## src/rtl/riscv_pkg.sv

```systemverilog
// Shared RISC-V pipeline definitions: canonical NOP, major opcodes and the
// fetch-stage state encoding.
package riscv_pkg;

   localparam logic [31:0] NOP_INSTR = 32'h0000_0013;

   localparam logic [6:0] ALU_R     = 7'b0110011;
   localparam logic [6:0] ALU_I     = 7'b0010011;
   localparam logic [6:0] BRANCH_EQ = 7'b1100011;
   localparam logic [6:0] JUMP      = 7'b1101111;
   localparam logic [6:0] LOAD      = 7'b0000011;
   localparam logic [6:0] STORE     = 7'b0100011;

   typedef enum logic [1:0] {
      ST_RESET = 2'd0,
      ST_FETCH = 2'd1,
      ST_HOLD  = 2'd2,
      ST_DRAIN = 2'd3
   } fetch_state_t;

endpackage

```

## src/rtl/fetch_stage_if_id_reg.sv

```systemverilog
// IF/ID pipeline register. Priority: flush > hold > load; with no control
// asserted a bubble (invalid NOP, pc kept) is written.
module if_id_reg
   import riscv_pkg::*;
#(
   parameter int unsigned ADDR_W   = 64,
   parameter logic [31:0] NOP_WORD = NOP_INSTR
) (
   input  logic              clk,
   input  logic              rst,
   input  logic              flush,
   input  logic              hold,
   input  logic              load,
   input  logic [ADDR_W-1:0] load_pc,
   input  logic [31:0]       load_instr,
   output logic              if_id_valid,
   output logic [ADDR_W-1:0] if_id_pc,
   output logic [31:0]       if_id_instr
);

   always_ff @(posedge clk) begin
      if (rst) begin
         if_id_valid <= 1'b0;
         if_id_pc    <= '0;
         if_id_instr <= NOP_WORD;
      end else if (flush || (!hold && !load)) begin
         if_id_valid <= 1'b0;
         if_id_instr <= NOP_WORD;
      end else if (!hold) begin
         if_id_valid <= 1'b1;
         if_id_pc    <= load_pc;
         if_id_instr <= load_instr;
      end
   end

endmodule

```

## src/rtl/fetch_stage.sv

```systemverilog
// Instruction-fetch stage: PC, single-outstanding imem requests, skid buffer
// for responses that land during a stall, and redirect draining.
module fetch_stage #(
   parameter int unsigned       ADDR_W    = 64,
   parameter logic [ADDR_W-1:0] RESET_PC  = '0,
   parameter logic [31:0]       NOP_INSTR = riscv_pkg::NOP_INSTR
) (
   input  logic              clk,
   input  logic              rst,
   input  logic              stall,
   input  logic              redirect,
   input  logic [ADDR_W-1:0] redirect_pc,
   output logic              imem_req,
   output logic [ADDR_W-1:0] imem_addr,
   input  logic              imem_valid,
   input  logic [31:0]       imem_rdata,
   output logic              if_id_valid,
   output logic [ADDR_W-1:0] if_id_pc,
   output logic [31:0]       if_id_instr,
   output logic [6:0]        opcode
);
   import riscv_pkg::*;

   fetch_state_t      state, state_next;
   logic [ADDR_W-1:0] pc, pc_next;
   logic [ADDR_W-1:0] req_addr, req_addr_next;
   logic [31:0]       hold_instr, hold_instr_next;
   logic              ifid_flush, ifid_hold, ifid_load;
   logic [31:0]       ifid_instr;
   logic [ADDR_W-1:0] redirect_aligned;
   logic [ADDR_W-1:0] pc_inc;

   assign redirect_aligned = redirect_pc & ~ADDR_W'(3);
   assign pc_inc           = pc + ADDR_W'(4);

   // Next-state, PC and IF/ID control
   always_comb begin
      state_next      = state;
      pc_next         = pc;
      req_addr_next   = req_addr;
      hold_instr_next = hold_instr;
      ifid_flush      = 1'b0;
      ifid_hold       = 1'b1;
      ifid_load       = 1'b0;
      ifid_instr      = imem_rdata;
      case (state)
         ST_RESET: begin
            req_addr_next = pc;
            state_next    = ST_FETCH;
         end
         ST_FETCH: begin
            if (redirect) begin
               pc_next    = redirect_aligned;
               ifid_flush = 1'b1;
               // A live response can be dropped on the spot; otherwise wait it out
               if (imem_valid) req_addr_next = redirect_aligned;
               else            state_next    = ST_DRAIN;
            end else if (imem_valid) begin
               if (stall) begin
                  hold_instr_next = imem_rdata;
                  state_next      = ST_HOLD;
               end else begin
                  ifid_load     = 1'b1;
                  ifid_hold     = 1'b0;
                  pc_next       = pc_inc;
                  req_addr_next = pc_inc;
               end
            end else begin
               ifid_hold = stall;
            end
         end
         ST_HOLD: begin
            if (redirect) begin
               pc_next       = redirect_aligned;
               req_addr_next = redirect_aligned;
               ifid_flush    = 1'b1;
               state_next    = ST_FETCH;
            end else if (!stall) begin
               ifid_load     = 1'b1;
               ifid_hold     = 1'b0;
               ifid_instr    = hold_instr;
               pc_next       = pc_inc;
               req_addr_next = pc_inc;
               state_next    = ST_FETCH;
            end
         end
         ST_DRAIN: begin
            if (redirect) begin
               pc_next    = redirect_aligned;
               ifid_flush = 1'b1;
            end
            if (imem_valid) begin
               req_addr_next = redirect ? redirect_aligned : pc;
               state_next    = ST_FETCH;
            end
         end
         default: state_next = ST_RESET;
      endcase
   end

   always_ff @(posedge clk) begin
      if (rst) begin
         state      <= ST_RESET;
         pc         <= RESET_PC;
         req_addr   <= RESET_PC;
         hold_instr <= NOP_INSTR;
         imem_req   <= 1'b0;
      end else begin
         state      <= state_next;
         pc         <= pc_next;
         req_addr   <= req_addr_next;
         hold_instr <= hold_instr_next;
         imem_req   <= (state_next == ST_FETCH) || (state_next == ST_DRAIN);
      end
   end

   assign imem_addr = req_addr;
   assign opcode    = if_id_instr[6:0];

   if_id_reg #(
      .ADDR_W   (ADDR_W),
      .NOP_WORD (NOP_INSTR)
   ) u_if_id (
      .clk         (clk),
      .rst         (rst),
      .flush       (ifid_flush),
      .hold        (ifid_hold),
      .load        (ifid_load),
      .load_pc     (req_addr),
      .load_instr  (ifid_instr),
      .if_id_valid (if_id_valid),
      .if_id_pc    (if_id_pc),
      .if_id_instr (if_id_instr)
   );

endmodule

```

## config.mk

```make
export PLATFORM = sky130hd
export DESIGN_NAME = fetch_stage
export DESIGN_NICKNAME = d
export VERILOG_FILES = /design/src/rtl/riscv_pkg.sv /design/src/rtl/fetch_stage_if_id_reg.sv /design/src/rtl/fetch_stage.sv
export SDC_FILE = /design/constraint.sdc
export NUM_CORES = 1
export LEC_CHECK = 0
export ABC_AREA = 1
export CORE_MARGIN = 1.5
export CORE_UTILIZATION = 26
export DETAILED_ROUTE_END_ITERATION = 8
export PLACE_DENSITY = 0.46
export SLEW_MARGIN = 10
export SYNTH_ARGS = -nofsm -noshare
export SYNTH_HDL_FRONTEND = slang
export SYNTH_HIERARCHICAL = 1
export SYNTH_SLANG_ARGS = --single-unit
```

## constraint.sdc

```tcl
create_clock -name clk -period 2.5 [get_ports clk]
set_input_delay 0.5 -clock clk [delete_from_list [all_inputs] [get_ports clk]]
set_output_delay 0.5 -clock clk [all_outputs]
set_load 0.03 [all_outputs]
```

==> results.json, run 1 <==
{
  "status": "completed",
  "period_minus_slack_ps": 2340,
  "clockBufferDepth": 3,
  "drv_cap": 0,
  "stdcell_count": 3514,
  "first_pass_iters": 5,
  "via_per_inst": 4.78,
  "grt.busiest_layer": "met2",
  "cp-start-kind": "flip-flop",
  "ys_top_cells_by_area": "dfxtp_1 (34%), nand2_1 (19%), nor2_1 (11%)",
  "cts_root_buffer": "clkbuf_16",
  "place_ws_ps": 67.1,
  "finalSetupViolCount": 0,
  "num_rows": 88,
  "ys_async_sr_fraction_pct": 0,
  "synth_edf_count": 0,
  "drt_iter0_markers": 1207,
  "synth_cell_types": 38,
  "swShare_pct": 31.6,
  "drv_slew": 0,
  "syn_avg_cell_area_um2": 6.06,
  "hold_viol": 0,
  "cts_tree": "yes",
  "synth_seq_cells": 260,
  "grt_pass1_wl_mm": 91.9,
  "numCtsBuffers": 35,
  "internal_power_w": 0.00822,
  "yosysMostFrequentCell": "nand2_1",
  "hold_class": "primary input to flip-flop",
  "worst_pin_slew_ps": 606,
  "rsz0062_at_grt": "no",
  "vias": 16800,
  "hpwl_mm": 43.3,
  "crit_fanout": 5,
  "clock_sinks": 260,
  "use_met1_pct": 27.2,
  "netlist_top_cells_count": "nand2_1 (754), nor2_1 (458), dfxtp_1 (260), o21ai_0 (217), inv_1 (193)",
  "synth_top_area_share_pct": 34.4,
  "grt_pass1_vias": 15400,
  "slew_headroom_pct": 59.6,
  "numPlacedInstances": 3447,
  "cts.reportedPaths.clkPinSlew_ps": 70,
  "area_growth_pct": 32.2,
  "period_share_pct": 93.8,
  "combPwrFrac_pct": 19.4,
  "synth_area_mm2": 0.0151,
  "die_x_um": 244,
  "start_util_pct": 26.3,
  "port_buffers": 267,
  "grtUsageMet3_pct": 3.63,
  "crit_arrival_ps": 2830,
  "postCtsHoldBufs": 0,
  "finalClockSkew_ps": 22.4,
  "grt_util_met2_pct": 30.8,
  "drive_gt1_share_pct": 6.15,
  "synth-seq-area-share_pct": 34.4,
  "coreArea_mm2": 0.0576,
  "insertion_delay_ps": 550,
  "setup_ws_ps": 156,
  "yosysTopAreaCell": "dfxtp_1",
  "die_area_mm2": 0.0596,
  "power.density_mw_per_mm2": 601,
  "routedWlPerCell_um": 17.1,
  "cp-end-kind": "flip-flop",
  "grt_util_all_layers_pct": 19.6,
  "drc": 0,
  "postRouteAntennaNets": 0,
  "syn_nets": 2602,
  "power_w": 0.0120,
  "switchingPower_w": 0.00380,
  "grt_max_degree": 88,
  "nets": 2828,
  "required_ps": 2980,
  "die_y_um": 244,
  "htree_levels": 2,
  "globalplace.congestion": 0.910,
  "ios": 270,
  "max-vdd-ir-drop_mv": 0.417,
  "clkPwrFrac_pct": 41.3,
  "fmax_mhz": 427,
  "fin_tns_setup_ps": 0,
  "antenna_found_initial": 9,
  "p_leak_nw": 8.58,
  "overflow": 0,
  "path_class": "flip-flop to flip-flop",
  "drt-total-wl_mm": 60.1,
  "synthCells": 2496,
  "ys.flop_type": "dfxtp_1",
  "ys_warn_count": 6,
  "holdWs_ps": 406,
  "p_seq_share_pct": 39.3
}
## metrics by stage
step | util (%) | area (um^2)
2_1_floorplan | - | 15100
3_3_place_gp | 32.7 | 18800
3_5_place_dp | 32.7 | 18800
4_1_cts | 34.7 | 20000
5_1_grt | 34.7 | 20000
6_report | 34.7 | 20000
## flip-flops by register name, summed over array words and instances (netlist names)
name	cells
u_if_id/if_id_valid	1
u_if_id/if_id_instr	32
imem_req	1
hold_instr	32
pc	64
imem_addr	64
state	2
u_if_id/if_id_pc	64
## worst max-delay path: stages (launching register included)
cell     delay (ps)
dfxtp_1         400
ha_1            250
nand2_2          90
inv_1           120
nand3_1         130
nor2_1          300
nand2_1         320
o21ai_0         350
nand2_1          80
nand2_1          80
nand2_1          50
a21oi_1         110
## cell type report
class	count	area, um^2
sequential	260	5200
timing repair buffer	344	3500
clock buffer	53	1010
tap	765	957
clock inverter	10	103
fill	6205	37600
antenna	1	2.50
multi-input combinational	1881	8460
inverter	200	753
## power by group through the flow
stage | sequential, W | combinational, W | clock [W]
floorplan | 0.00494 | 0.00113 | 0
global placement | 0.00479 | 0.00231 | 0
detailed placement | 0.00480 | 0.00234 | 0
CTS | 0.00471 | 0.00235 | 0.00514
global route | 0.00475 | 0.00256 | 0.00527
finish | 0.00472 | 0.00234 | 0.00497
## path summary, 6_finish.rpt
check	slack (ps)	endpoint	cells past startpoint	startpoint
hold reg to reg	450	pc[1]$_SDFFE_PP0P_	2	pc[1]$_SDFFE_PP0P_
setup reg to reg	160	imem_addr[24]$_SDFFE_PP0P_	11	pc[2]$_SDFFE_PP0P_
hold / removal	410	imem_addr[18]$_SDFFE_PP0P_	2	rst
setup / recovery	160	imem_addr[24]$_SDFFE_PP0P_	11	pc[2]$_SDFFE_PP0P_
## metal layers
layer	part of all wire [%]	wire (um)	up-vias
met3	6.7	4060	98
li1	-	-	8446
met1	47	28000	7724
met2	44	26400	517
met4	2.6	1570	16
met5	0.19	113	-
## cell families (layout without fill, tap and decap cells)
logic type                 after synthesis  in the layout  synth area share (%)
muxes                                   29             29                  1.92
DFF                                    260            260                  34.4
adders and majority gates                5              5                 0.414
buffers and inverters                  355            607                  9.85
AOI/OAI and AO/OA                      486            486                  17.7
and+or+nand+nor                       1361           1361                  35.7
other                                    0              1                     0
## repair_timing
item | CTS | global route
setup endpoints to repair | 0 | 8
buffers inserted | 0 | 3
gates resized for setup | 0 | 4
## layout by cell type, fill, tap and decap left out, types with 2 or more instances in the layout
master	netlist	routed
clkbuf_16	0	36
nor3_1	4	4
nand2_2	7	8
buf_2	45	2
clkbuf_1	87	12
a21oi_2	3	3
a21boi_0	30	30
o31ai_1	3	3
nor2_2	5	5
nor2_4	2	3
nor2_1	458	457
clkinvlp_4	0	2
a31oi_1	30	30
a211oi_1	33	33
clkdlybuf4s50_1	0	264
buf_4	10	57
clkinv_4	0	2
nor3_4	2	3
a22oi_1	2	2
nand2_4	2	2
mux2i_1	29	29
o21ai_0	217	216
a21oi_1	151	151
inv_1	193	189
nand3_1	111	111
nand4_1	11	11
dfxtp_1	260	260
clkinv_2	0	3
inv_2	4	9
ha_1	5	4
o211ai_1	9	9
buf_12	0	21
clkbuf_8	0	5
nand2_1	754	753
o21ai_1	7	8
(Power assumes the default switching activity.)
==> run 2, diff against run 1 <==
==> constraint.sdc (replaced) <==
create_clock -name clk -period 2.8 [get_ports clk]
set_input_delay 0.56 -clock clk [delete_from_list [all_inputs] [get_ports clk]]
set_output_delay 0.56 -clock clk [all_outputs]
set_load 0.03 [all_outputs]
==> run 2 against run 1 <==
Sequential power fell by 11%. Via count is 1.9% lower. Worst setup slack improved by 210 ps. Critical endpoint is now imem_addr[22]$_SDFFE_PP0P_. First-iteration DRC count rose by 3.3%. Register-to-register slack improved by 210 ps. Core utilization down 0.49 points. Global-route usage down 0.22 points. Non-clock buffer count shrank 36. Clock-buffer cell count unchanged. Fmax down 3.6%. Combinational power is 13% lower.
==> results.json, run 2 (synthesized netlist as in run 1, its figures left out) <==
{
  "die_area_mm2": 0.0596,
  "drv_cap": 0,
  "rsz0062_at_grt": "no",
  "ios": 270,
  "cp-end-kind": "flip-flop",
  "clock_sinks": 260,
  "place_ws_ps": 176,
  "crit_fanout": 6,
  "cts_tree": "yes",
  "grt_pass1_vias": 15500,
  "antenna_found_initial": 9,
  "globalplace.congestion": 0.920,
  "first_pass_iters": 5,
  "fillers": 6221,
  "postRouteAntennaNets": 0,
  "coreArea_mm2": 0.0576,
  "grt_util_all_layers_pct": 19.4,
  "hpwl_mm": 41.6,
  "hold_class": "primary input to flip-flop",
  "fin_tns_setup_ps": 0,
  "die_x_um": 244,
  "power.density_mw_per_mm2": 556,
  "numCtsBuffers": 36,
  "fmax_mhz": 411,
  "overflow": 0,
  "mostFrequentLayoutCells": "nand2_1 (753), nor2_1 (458), clkdlybuf4s50_1 (264), dfxtp_1 (260), o21ai_0 (217)",
  "htree_levels": 2,
  "path_class": "flip-flop to flip-flop",
  "drv_slew": 0,
  "die_y_um": 244,
  "setup_ws_ps": 368,
  "num_rows": 88,
  "drc": 0,
  "routedWlPerCell_um": 17.0,
  "crit_arrival_ps": 2850,
  "period_share_pct": 86.9,
  "clockBufferDepth": 3,
  "cts_root_buffer": "clkbuf_16",
  "drive_gt1_share_pct": 5.05,
  "via_per_inst": 4.74,
  "period_minus_slack_ps": 2430,
  "cp-start-kind": "flip-flop",
  "port_buffers": 267,
  "worst_pin_slew_ps": 822,
  "cts_resized": 0,
  "start_util_pct": 26.3,
  "area_growth_pct": 30.3,
  "max-vdd-ir-drop_mv": 0.344,
  "insertion_delay_ps": 560,
  "finalSetupViolCount": 0,
  "cts_setup_buffers": 0,
  "postCtsHoldBufs": 0,
  "postLayoutCoreUtil_pct": 34.2,
  "final_common_cell": "nand2_1",
  "drt-total-wl_mm": 59.1,
  "status": "completed",
  "hold_viol": 0,
  "drt_iter0_markers": 1247,
  "cts.reportedPaths.clkPinSlew_ps": 60,
  "grt_pass1_wl_mm": 91.3,
  "slew_headroom_pct": 45.2,
  "nets": 2793,
  "finalClockSkew_ps": 22.2,
  "required_ps": 3220,
  "vias": 16500,
  "power_w": 0.0110,
  "p_leak_nw": 8.42,
  "grt_max_degree": 92
}
==> run 2: cell count changes in the layout (fill, tap and decap cells not counted), moves of 2 or more <==
cell       previous run  this run
clkbuf_8              5         7
buf_4                57        29
clkbuf_1             12         8
clkbuf_16            36        38
buf_12               21        13
clkinv_2              3         5
==> run 2: metrics by stage <==
step / instance area, um^2 / hold WS (ps) / instances
after floorplan: 15100 / 425 / 2496
after global placement: 18500 / 433 / 3414
after detailed placement: 18500 / 438 / 3414
after CTS: 19700 / 414 / 3479
after global routing: 19700 / 471 / 3479
final: 19700 / 443 / 3481
==> run 2: final timing paths <==
kind / start / to / slack (ps) / cells after the start
setup / recovery: pc[2]$_SDFFE_PP0P_ / imem_addr[22]$_SDFFE_PP0P_ / 370 / 10
hold / removal: redirect / hold_instr[1]$_SDFFE_PP1P_ / 440 / 5
setup reg to reg: pc[2]$_SDFFE_PP0P_ / imem_addr[22]$_SDFFE_PP0P_ / 370 / 10
hold reg to reg: pc[1]$_SDFFE_PP0P_ / pc[1]$_SDFFE_PP0P_ / 440 / 2
==> run 2: routing by layer <==
metal | wire length (um) | part of all wire, % | global-route usage (%) | vias to the layer above
met4 | 1180 | 2.0 | 4.72 | 14
met1 | 27600 | 47 | 27.1 | 7500
li1 | - | - | - | 8367
met2 | 25700 | 43 | 29.9 | 514
met5 | 93 | 0.16 | 0 | -
met3 | 4600 | 7.8 | 4.61 | 88
==> run 2: critical path, cell delays in order, from the launching register on <==
cell and delay [ps]:
dfxtp_1 390, ha_1 260, nand2_2 90, nor2_1 140, nand2_2 140, nor2_4 290, nand2_2 180, a21oi_1 210
a21oi_1 90, o21ai_1 390, a21oi_1 110
==> run 2: final cells by class <==
cell class | instances | area [um^2] | area share, %
timing repair buffer | 308 | 3130 | 15.9
sequential | 260 | 5200 | 26.4
inverter | 200 | 753 | 3.82
multi-input combinational | 1881 | 8450 | 42.9
antenna | 2 | 5.00 | 0.0254
clock inverter | 12 | 134 | 0.679
tap | 765 | 957 | 4.86
clock buffer | 53 | 1080 | 5.47
==> run 2: where the power goes <==
part / leakage, nW / internal (W) / switching, W
logic: 5.70 / 0.000750 / 0.00127
registers: 2.12 / 0.00394 / 0.000271
clock network: 0.591 / 0.00286 / 0.00186
==> run 3, diff against run 2 <==
--- a/config.mk
+++ b/config.mk
@@ -10,6 +10,7 @@
 export CORE_UTILIZATION = 26
 export DETAILED_ROUTE_END_ITERATION = 8
 export PLACE_DENSITY = 0.46
+export SKIP_LAST_GASP = 1
 export SLEW_MARGIN = 10
 export SYNTH_ARGS = -nofsm -noshare
 export SYNTH_HDL_FRONTEND = slang
==> results of run 3 <==
Final layout, timing and power as in run 2 (identical DEF).
